--- config.mk ---
export PLATFORM = sky130hd
export DESIGN_NAME = vx_csr_sched_agent
export DESIGN_NICKNAME = d
export VERILOG_FILES = /design/src/rtl/vx_csr_sched_agent.sv
export SDC_FILE = /design/constraint.sdc
export NUM_CORES = 1
export LEC_CHECK = 0
export BUFFER_PORTS_ARGS = -buffer_cell sky130_fd_sc_hd__buf_2
export CORE_ASPECT_RATIO = 0.5
export CORE_UTILIZATION = 45
export CTS_CLUSTER_DIAMETER = 120
export DETAILED_ROUTE_END_ITERATION = 8
export PLACE_DENSITY = 0.68
export SLEW_MARGIN = 40
export SYNTH_ARGS = -nofsm -noshare
export SYNTH_HDL_FRONTEND = slang
export SYNTH_SLANG_ARGS = --single-unit
--- constraint.sdc ---
create_clock -name clk -period 7.9 [get_ports clk]
set_clock_uncertainty 0.2 [all_clocks]
set_input_delay 0.79 -clock clk [delete_from_list [all_inputs] [get_ports clk]]
set_output_delay 0.79 -clock clk [all_outputs]
set_load 0.02 [all_outputs]
--- src/rtl/vx_csr_sched_agent.sv ---
// Scheduler-side agent for the CSR handshake: pending counts, warp locks, cycle counter.
// Optional LOCK_TIMEOUT_EN adds a per-warp lock watchdog driving a sticky timeout_err.
module vx_csr_sched_agent #(
  parameter int NUM_WARPS    = 4,
  parameter int NW_WIDTH     = 2,
  parameter int PEND_SIZE    = 15,
  parameter int CYCLE_W      = 64,
  parameter int LOCK_TIMEOUT = 1023
) (
  input  logic                 clk,
  input  logic                 reset,
  input  logic                 issue_valid,
  input  logic [NW_WIDTH-1:0]  issue_wid,
  input  logic                 issue_lock,
  input  logic                 commit_valid,
  input  logic [NW_WIDTH-1:0]  commit_wid,
  input  logic [NW_WIDTH-1:0]  alm_empty_wid,
  output logic                 alm_empty,
  input  logic                 unlock_warp,
  input  logic [NW_WIDTH-1:0]  unlock_wid,
  output logic [NUM_WARPS-1:0] warp_locked,
  output logic [NUM_WARPS-1:0] warp_full,
  output logic [CYCLE_W-1:0]   cycles,
  output logic                 timeout_err
);

  localparam int CNT_W = $clog2(PEND_SIZE + 1);
  localparam logic [CNT_W-1:0] PEND_MAX = CNT_W'(PEND_SIZE);

  logic [CNT_W-1:0]     cnt_q [NUM_WARPS];
  logic [CNT_W-1:0]     cnt_d [NUM_WARPS];
  logic [NUM_WARPS-1:0] inc;
  logic [NUM_WARPS-1:0] dec;
  logic [NUM_WARPS-1:0] lock_set;
  logic [NUM_WARPS-1:0] lock_clr;
  logic [NUM_WARPS-1:0] locked_d, locked_q;
  logic [CYCLE_W-1:0]   cycles_d, cycles_q;

  // Decode issue/commit/lock events into per-warp strobes.
  always_comb begin
    inc      = '0;
    dec      = '0;
    lock_set = '0;
    lock_clr = '0;
    for (int w = 0; w < NUM_WARPS; w++) begin
      inc[w] = issue_valid && (issue_wid == NW_WIDTH'(w));
      dec[w] = commit_valid && (commit_wid == NW_WIDTH'(w));
      lock_set[w] = inc[w] && issue_lock;
      lock_clr[w] = unlock_warp && (unlock_wid == NW_WIDTH'(w));
    end
  end

  // Next pending counts; saturate at both ends, same-warp issue+commit cancels.
  always_comb begin
    for (int w = 0; w < NUM_WARPS; w++) begin
      cnt_d[w] = cnt_q[w];
      if (inc[w] && !dec[w] && cnt_q[w] != PEND_MAX)
        cnt_d[w] = cnt_q[w] + CNT_W'(1);
      else if (dec[w] && !inc[w] && cnt_q[w] != '0)
        cnt_d[w] = cnt_q[w] - CNT_W'(1);
    end
  end

  // Lock mask next state; a new lock beats a same-cycle unlock.
  always_comb begin
    locked_d = (locked_q & ~lock_clr) | lock_set;
    cycles_d = cycles_q + CYCLE_W'(1);
  end

  // State registers for counters, locks and cycle count.
  always_ff @(posedge clk or posedge reset) begin
    if (reset) begin
      for (int w = 0; w < NUM_WARPS; w++)
        cnt_q[w] <= '0;
      locked_q <= '0;
      cycles_q <= '0;
    end else begin
      cnt_q    <= cnt_d;
      locked_q <= locked_d;
      cycles_q <= cycles_d;
    end
  end

  // Combinational status outputs from registered state.
  always_comb begin
    warp_full = '0;
    for (int w = 0; w < NUM_WARPS; w++)
      warp_full[w] = (cnt_q[w] == PEND_MAX);
    alm_empty   = (cnt_q[alm_empty_wid] <= CNT_W'(1));
    warp_locked = locked_q;
    cycles      = cycles_q;
  end

`ifdef LOCK_TIMEOUT_EN
  localparam int WD_W = $clog2(LOCK_TIMEOUT + 1);
  localparam logic [WD_W-1:0] WD_MAX = WD_W'(LOCK_TIMEOUT);

  logic [WD_W-1:0]      wd_q [NUM_WARPS];
  logic [WD_W-1:0]      wd_d [NUM_WARPS];
  logic [NUM_WARPS-1:0] wd_hit;
  logic                 err_d, err_q;

  // Watchdog restarts on lock, counts while locked, sticks at the limit.
  always_comb begin
    wd_hit = '0;
    for (int w = 0; w < NUM_WARPS; w++) begin
      wd_d[w] = wd_q[w];
      if (lock_set[w])
        wd_d[w] = '0;
      else if (locked_q[w] && wd_q[w] != WD_MAX)
        wd_d[w] = wd_q[w] + WD_W'(1);
      wd_hit[w] = locked_q[w] && (wd_q[w] == WD_MAX);
    end
    err_d = err_q | (|wd_hit);
  end

  // Watchdog counters and sticky error flag.
  always_ff @(posedge clk or posedge reset) begin
    if (reset) begin
      for (int w = 0; w < NUM_WARPS; w++)
        wd_q[w] <= '0;
      err_q <= 1'b0;
    end else begin
      wd_q  <= wd_d;
      err_q <= err_d;
    end
  end

  assign timeout_err = err_q;
`else
  assign timeout_err = 1'b0;
`endif

  // Protocol misuse checks from the issue/commit side.
  always @(posedge clk) begin
    if (!reset) begin
      assert (!(issue_valid && warp_full[issue_wid] &&
                !(commit_valid && commit_wid == issue_wid)));
      assert (!(commit_valid && cnt_q[commit_wid] == '0 &&
                !(issue_valid && commit_wid == issue_wid)));
      assert (!(issue_valid && locked_q[issue_wid]));
    end
  end

endmodule

After elaboration in Yosys (flattened, before gate mapping)
Index checks and enable logic that the tools add are counted.
{"block": "word_totals", "reg_bits": 84, "input_bits": 14, "out_inout_bits": 74, "elab_cells": 100}
{"block": "op_classes", "add_sub_neg": 9, "n_lt_le_gt_ge": 2, "n_eq_ne": 17, "n_mux": 11, "bitwise_logic": 4, "reduce_logical": 51}
{"cell": "$add A64 B1 Y64 const B", "n": 1}
{"cell": "$mux W4", "n": 10}
{"cell": "$logic_and A1 B1 Y1", "n": 32}
{"cell": "$add A4 B1 Y4 const B", "n": 4}
{"cell": "$eq A4 B4 Y1 const B", "n": 4}
{"cell": "$ne A4 B4 Y1 const B", "n": 4}
{"cell": "$reduce_bool A4 Y1", "n": 4}
{"cell": "$sub A4 B1 Y4 const B", "n": 4}
{"cell": "$eq A2 B2 Y1 const B", "n": 6}
{"cell": "$bmux W4 S2", "n": 1}
{"cell": "$logic_not A1 Y1", "n": 8}
{"cell": "$reduce_bool A2 Y1", "n": 4}
{"cell": "$eq A2 B1 Y1 const B", "n": 3}
{"cell": "$logic_not A2 Y1", "n": 3}
{"cell": "$and A4 B4 Y4", "n": 1}
{"cell": "$le A4 B1 Y1 const B", "n": 1}
{"cell": "$not A4 Y4", "n": 1}
{"cell": "$or A4 B4 Y4", "n": 1}
{"cell": "$ge A3 B3 Y1 const B", "n": 1}
{"cell": "$not A2 Y3", "n": 1}

Depth between registers and ports, before layout
{"block": "logic_depth", "ltp_word": 7, "mapped_depth": 8, "depth_no_buf": 8}

Least setup slack after synthesis
OpenSTA, ideal clock, no wires.
{"block": "synth_path", "path_type": "input port to flip-flop", "start": "input commit_wid[1]", "end": "register cnt_q[15] (netlist name)", "setup_ns": 0.125, "arrival_time_ns": 2.348, "t_required_ns": 7.575, "path_slack_ns": 5.227, "path_stages": 8, "path_buffers": 0, "path_cell_list": "or3b_2 -> nand3_1 -> ha_1 -> a21o_1 -> a21oi_1 -> xor2_1 -> nor2_1 -> xor2_1"}
{"block": "synth_via", "elab_chain_len": 6, "word_cells_on_any_way": 9, "cone_classes": "mux: 1; reduce/logical: 8"}
{"element": "start: declaration", "line": "16", "text": "input logic [NW_WIDTH-1:0] commit_wid,"}
{"element": "$logic_not A2 Y1 *", "line": "47", "text": "dec[w] = commit_valid && (commit_wid == NW_WIDTH'(w));"}
{"element": "$logic_and A1 B1 Y1 *", "line": "47"}
{"element": "$logic_not A1 Y1", "line": "57", "text": "if (inc[w] && !dec[w] && cnt_q[w] != PEND_MAX)"}
{"element": "$logic_and A1 B1 Y1 (2 in a row)", "line": "57"}
{"element": "$mux W4 / $reduce_bool A2 Y1 (equally long branches)"}
{"element": "end signal: assignment", "line": "78", "text": "cnt_q <= cnt_d;"}
{"element": "end: declaration", "line": "30", "text": "logic [CNT_W-1:0] cnt_q [NUM_WARPS];"}
Every way passes the cells marked *; elsewhere a longest branch is shown, timed or not.
A chain may end at the register's enable or synchronous reset.

Worst setup path in the final report
{"block": "layout_path", "start": "input issue_wid[1]", "end": "register cnt_q[15] (netlist name)"}
{"block": "layout_via", "elab_chain_len": 6, "word_cells_on_any_way": 9, "cone_classes": "mux: 1; reduce/logical: 8"}
{"element": "start: declaration", "line": "13", "text": "input logic [NW_WIDTH-1:0] issue_wid,"}
{"element": "$logic_not A2 Y1 *", "line": "46", "text": "inc[w] = issue_valid && (issue_wid == NW_WIDTH'(w));"}
{"element": "$logic_and A1 B1 Y1 *", "line": "46"}
{"element": "$logic_not A1 Y1", "line": "59", "text": "else if (dec[w] && !inc[w] && cnt_q[w] != '0)"}
{"element": "$logic_and A1 B1 Y1 (2 in a row)", "line": "59"}
{"element": "$reduce_bool A2 Y1 (no line)"}
Marked as above.

==> reports/qor.log <==
[setup_path] startpoint-to-endpoint class of the critical path primary input to flop
[timing] slew of the pin with the lowest slew margin 712 ps
[grt] wire length of the first global-routing pass 15.1 mm
[timing] upper clock frequency limit 367 MHz
[route] drt first-iter violations 147
[power] total power consumption of the routed design 1.18 mW
[timing] final critical delay including setup and external delays 2730 ps
[setup_path] CP Launch Type primary input
[clocking] clock tree from TritonCTS yes
[logic_synthesis] total standard cell area after synthesis 0.00425 mm²
[logic_synthesis] Synth Area per Inst 10.7 µm²
[logic_synthesis] simple-gate share of the synthesized area 23.1%
[logic_synthesis] multiplexer fraction of the synthesized cell area 1.06%
[power] Power Dens Cells 231 mW/mm²
[timing] count of final hold-check violations 0
[place] placed wire-length estimate after detailed placement 6.36 mm
[die] floorplan core area 0.00892 mm²
[setup_path] Max FO, Critical Path 5
[logic_synthesis] complex-gate fraction of the synthesized area 3.54%
[clocking] TritonCTS buffer count 9
[clocking] clock sink count 84
[outcome] result of the run complete, no violations
[logic_synthesis] number of distinct standard cells referenced by the synthesized netlist 37
[clocking] CTS clock-pin slew for the worst setup and hold paths 60 ps
[clocking] largest buffer count on any clock path 2
[grt] aggregate global-route resource usage 19.5%
[place] Port Buffer Count 86
[die] num rows 24
[die] area enclosed by the die boundary 0.00985 mm²
[route] via-per-instance ratio 5.28
[route] wire length after detailed routing 8.82 mm
[die] Die Y 70.7 µm
[logic_synthesis] Post-Synth XOR/XNOR Area 16.1%
[cells_and_area] Layout Nets 516
[clocking] H-tree levels 3
[job] MaxCap Viol Count 0
[cells_and_area] Antenna Diode Count 0
[logic_synthesis] post-synthesis adder-cell area fraction 4.54%
[logic_synthesis] synthesized netlist net count 424
[clocking] clock latency of the later-clocked register in the worst-skew pair 340 ps
[die] width of the chip 139 µm
[route] remaining antenna violation count after routing 0
[power] leakage power summed over all cells 2.55 nW
[place] placed instance count 595
[grt] vias in the first global route 3060
[logic_synthesis] sequential share of the synthesized area 49.5%
[clocking] Post CTS Setup Buffer Count 0
[die] io pins 88
[place] final weighted congestion in routability-driven placement 0.817
[timing] Hold Worst Slack 269 ps
[cells_and_area] Layout Cells excl Fill 611
[grt] initial antenna violation count 0
[die] starting utilization of the core area 47.6%
[cells_and_area] share of post-route cells with drive strength above 1 25.1%
[grt] maximum number of pins on one net before global-route repair 85
[hold_path] class of the tightest hold or removal check flop to flop
[timing] TNS Setup 0 ps
[route] number of search-and-repair iterations in the first detailed-routing pass 4
[setup_path] sort of element at the end of the critical path flop
[clocking] PostCTS Resize Cnt 0
[timing] RSZ-0062 raised after global routing false
[cells_and_area] Area growth, synth to finish 20.2%
[cells_and_area] Post-Route Utilization 57.2%
[setup_path] Worst EP required 7920 ps
[logic_synthesis] count of state elements after synthesis 84
[route] post-detailed-route wirelength per cell 14.4 µm
[logic_synthesis] combinational family with the most area after synthesis simple AND/OR/NAND/NOR gates
[route] DRC violation count after routing 0
[clocking] library cell used as clock root buffer sky130_fd_sc_hd__clkbuf_16
[timing] Max Slew Vio Count 0
[logic_synthesis] count of warnings emitted by yosys 0
[setup_path] worst path arrival time 2750 ps
[logic_synthesis] synthesized instance count 397
[clocking] number of hold-repair buffers added at the cts stage 0
[power] largest voltage drop on the vdd net 132 µV
[timing] part of the cycle the worst path needs 34.5%
[grt] sum of overflow across all layers after global routing 0
[timing] count of endpoints failing setup in the final report 0
[timing] relative slew slack 52.4%
[route] count of vias placed by the detailed router 3228
-- metal layers --
metal	track usage, %	vias up	routed length (µm)
met2	29.4	83	3900
met3	6.09	4	464
met4	3.46	0	29
met5	0	-	0
li1	-	1590	-
met1	27.8	1551	4430
-- cells by family after synthesis --
kind of cell | Yosys count
adder cells (fa/ha/maj) | 13
AND/OR/NAND/NOR | 173
flip-flops | 84
multiplexers | 4
XOR/XNOR | 78
AO/OA/AOI/OAI | 23
other | 1
buffers and inverters | 21
-- where the power goes --
group	internal, mW	switching (mW)
Sequential	0.475	0.0678
Clock	0.246	0.177
Combinational	0.109	0.101
Total	0.831	0.346
-- final timing paths --
path	start	endpoint	slack, ps	cells after the start
worst min register to register	cycles[63]	cycles[63]	270	1
worst min-delay path	cycles[63]	cycles[63]	270	1
max in group asynchronous	reset	cnt_q[5]	6600	3
min in group asynchronous	reset	cycles[32]	440	3
worst max-delay path	issue_wid[1]	cnt_q[15]	5170	9
worst max register to register	cycles[21]	cycles[63]	5170	5
-- cell usage in the layout (no fill, tap or decap), types with 6 or more instances in the layout --
cell / instances
sky130_fd_sc_hd__nor3_1: 21
sky130_fd_sc_hd__clkbuf_16: 9
sky130_fd_sc_hd__dfrtp_1: 84
sky130_fd_sc_hd__ha_1: 9
sky130_fd_sc_hd__nand3_1: 29
sky130_fd_sc_hd__nand2_1: 32
sky130_fd_sc_hd__nor2_1: 21
sky130_fd_sc_hd__nand4_1: 18
sky130_fd_sc_hd__xor2_1: 46
sky130_fd_sc_hd__o21ai_0: 6
sky130_fd_sc_hd__buf_2: 86
sky130_fd_sc_hd__xnor2_1: 32
sky130_fd_sc_hd__inv_1: 14
sky130_fd_sc_hd__nor4_1: 18
sky130_fd_sc_hd__and3_1: 6
sky130_fd_sc_hd__a21oi_1: 6
-- flip-flops by register name (all words and copies together), names as in the netlist --
signal and flops:
cycles 64, cnt_q 16, warp_locked 4
-- per-stage QoR --
step / cell area (µm²) / setup slack (ps)
6_report: 5100 / 5170
3_5_place_dp: 4800 / 4860
3_3_place_gp: 4800 / 4980
5_1_grt: 5100 / 5030
4_1_cts: 5100 / 5190
2_1_floorplan: 4250 / 4740
-- cells in the mapped netlist, drive strengths merged --
master / n / area [µm²]
a211oi: 1 / 7.51
a21o: 4 / 30.0
a21oi: 6 / 30.0
a22o: 2 / 17.5
and2: 1 / 6.26
and3: 6 / 37.5
and3b: 2 / 17.5
and4: 4 / 35.0
buf: 2 / 18.8
clkbuf: 4 / 15.0
conb: 1 / 3.75
dfrtp: 84 / 2100
fa: 4 / 80.1
ha: 9 / 113
inv: 15 / 56.3
mux2: 4 / 45.0
nand2: 32 / 120
nand3: 31 / 165
nand3b: 3 / 22.5
nand4: 18 / 113
nor2: 21 / 78.8
nor3: 25 / 145
nor3b: 1 / 7.51
nor4: 22 / 171
o21ai: 6 / 30.0
o31a: 4 / 35.0
or2: 2 / 12.5
or3b: 2 / 17.5
or4: 3 / 30.0
xnor2: 32 / 280
xor2: 46 / 403
-- final cells by class --
| class | count | area, µm² |
|---|---|---|
| Fill cell | 805 | 3810 |
| Multi-Input combinational cell | 292 | 2050 |
| Timing Repair Buffer | 87 | 444 |
| Tap cell | 117 | 146 |
| Clock inverter | 7 | 75.1 |
| Sequential cell | 84 | 2100 |
| Clock buffer | 9 | 225 |
| Inverter | 15 | 57.6 |
-- critical path, cell delays in order --
cell	delay [ps]
sky130_fd_sc_hd__buf_2	110
sky130_fd_sc_hd__nor3b_1	460
sky130_fd_sc_hd__nand3_1	330
sky130_fd_sc_hd__ha_1	360
sky130_fd_sc_hd__a21o_1	180
sky130_fd_sc_hd__a21oi_1	160
sky130_fd_sc_hd__xor2_1	150
sky130_fd_sc_hd__nor2_1	60
sky130_fd_sc_hd__xor2_1	140
Note: power is estimated with default switching activity, not from simulation.
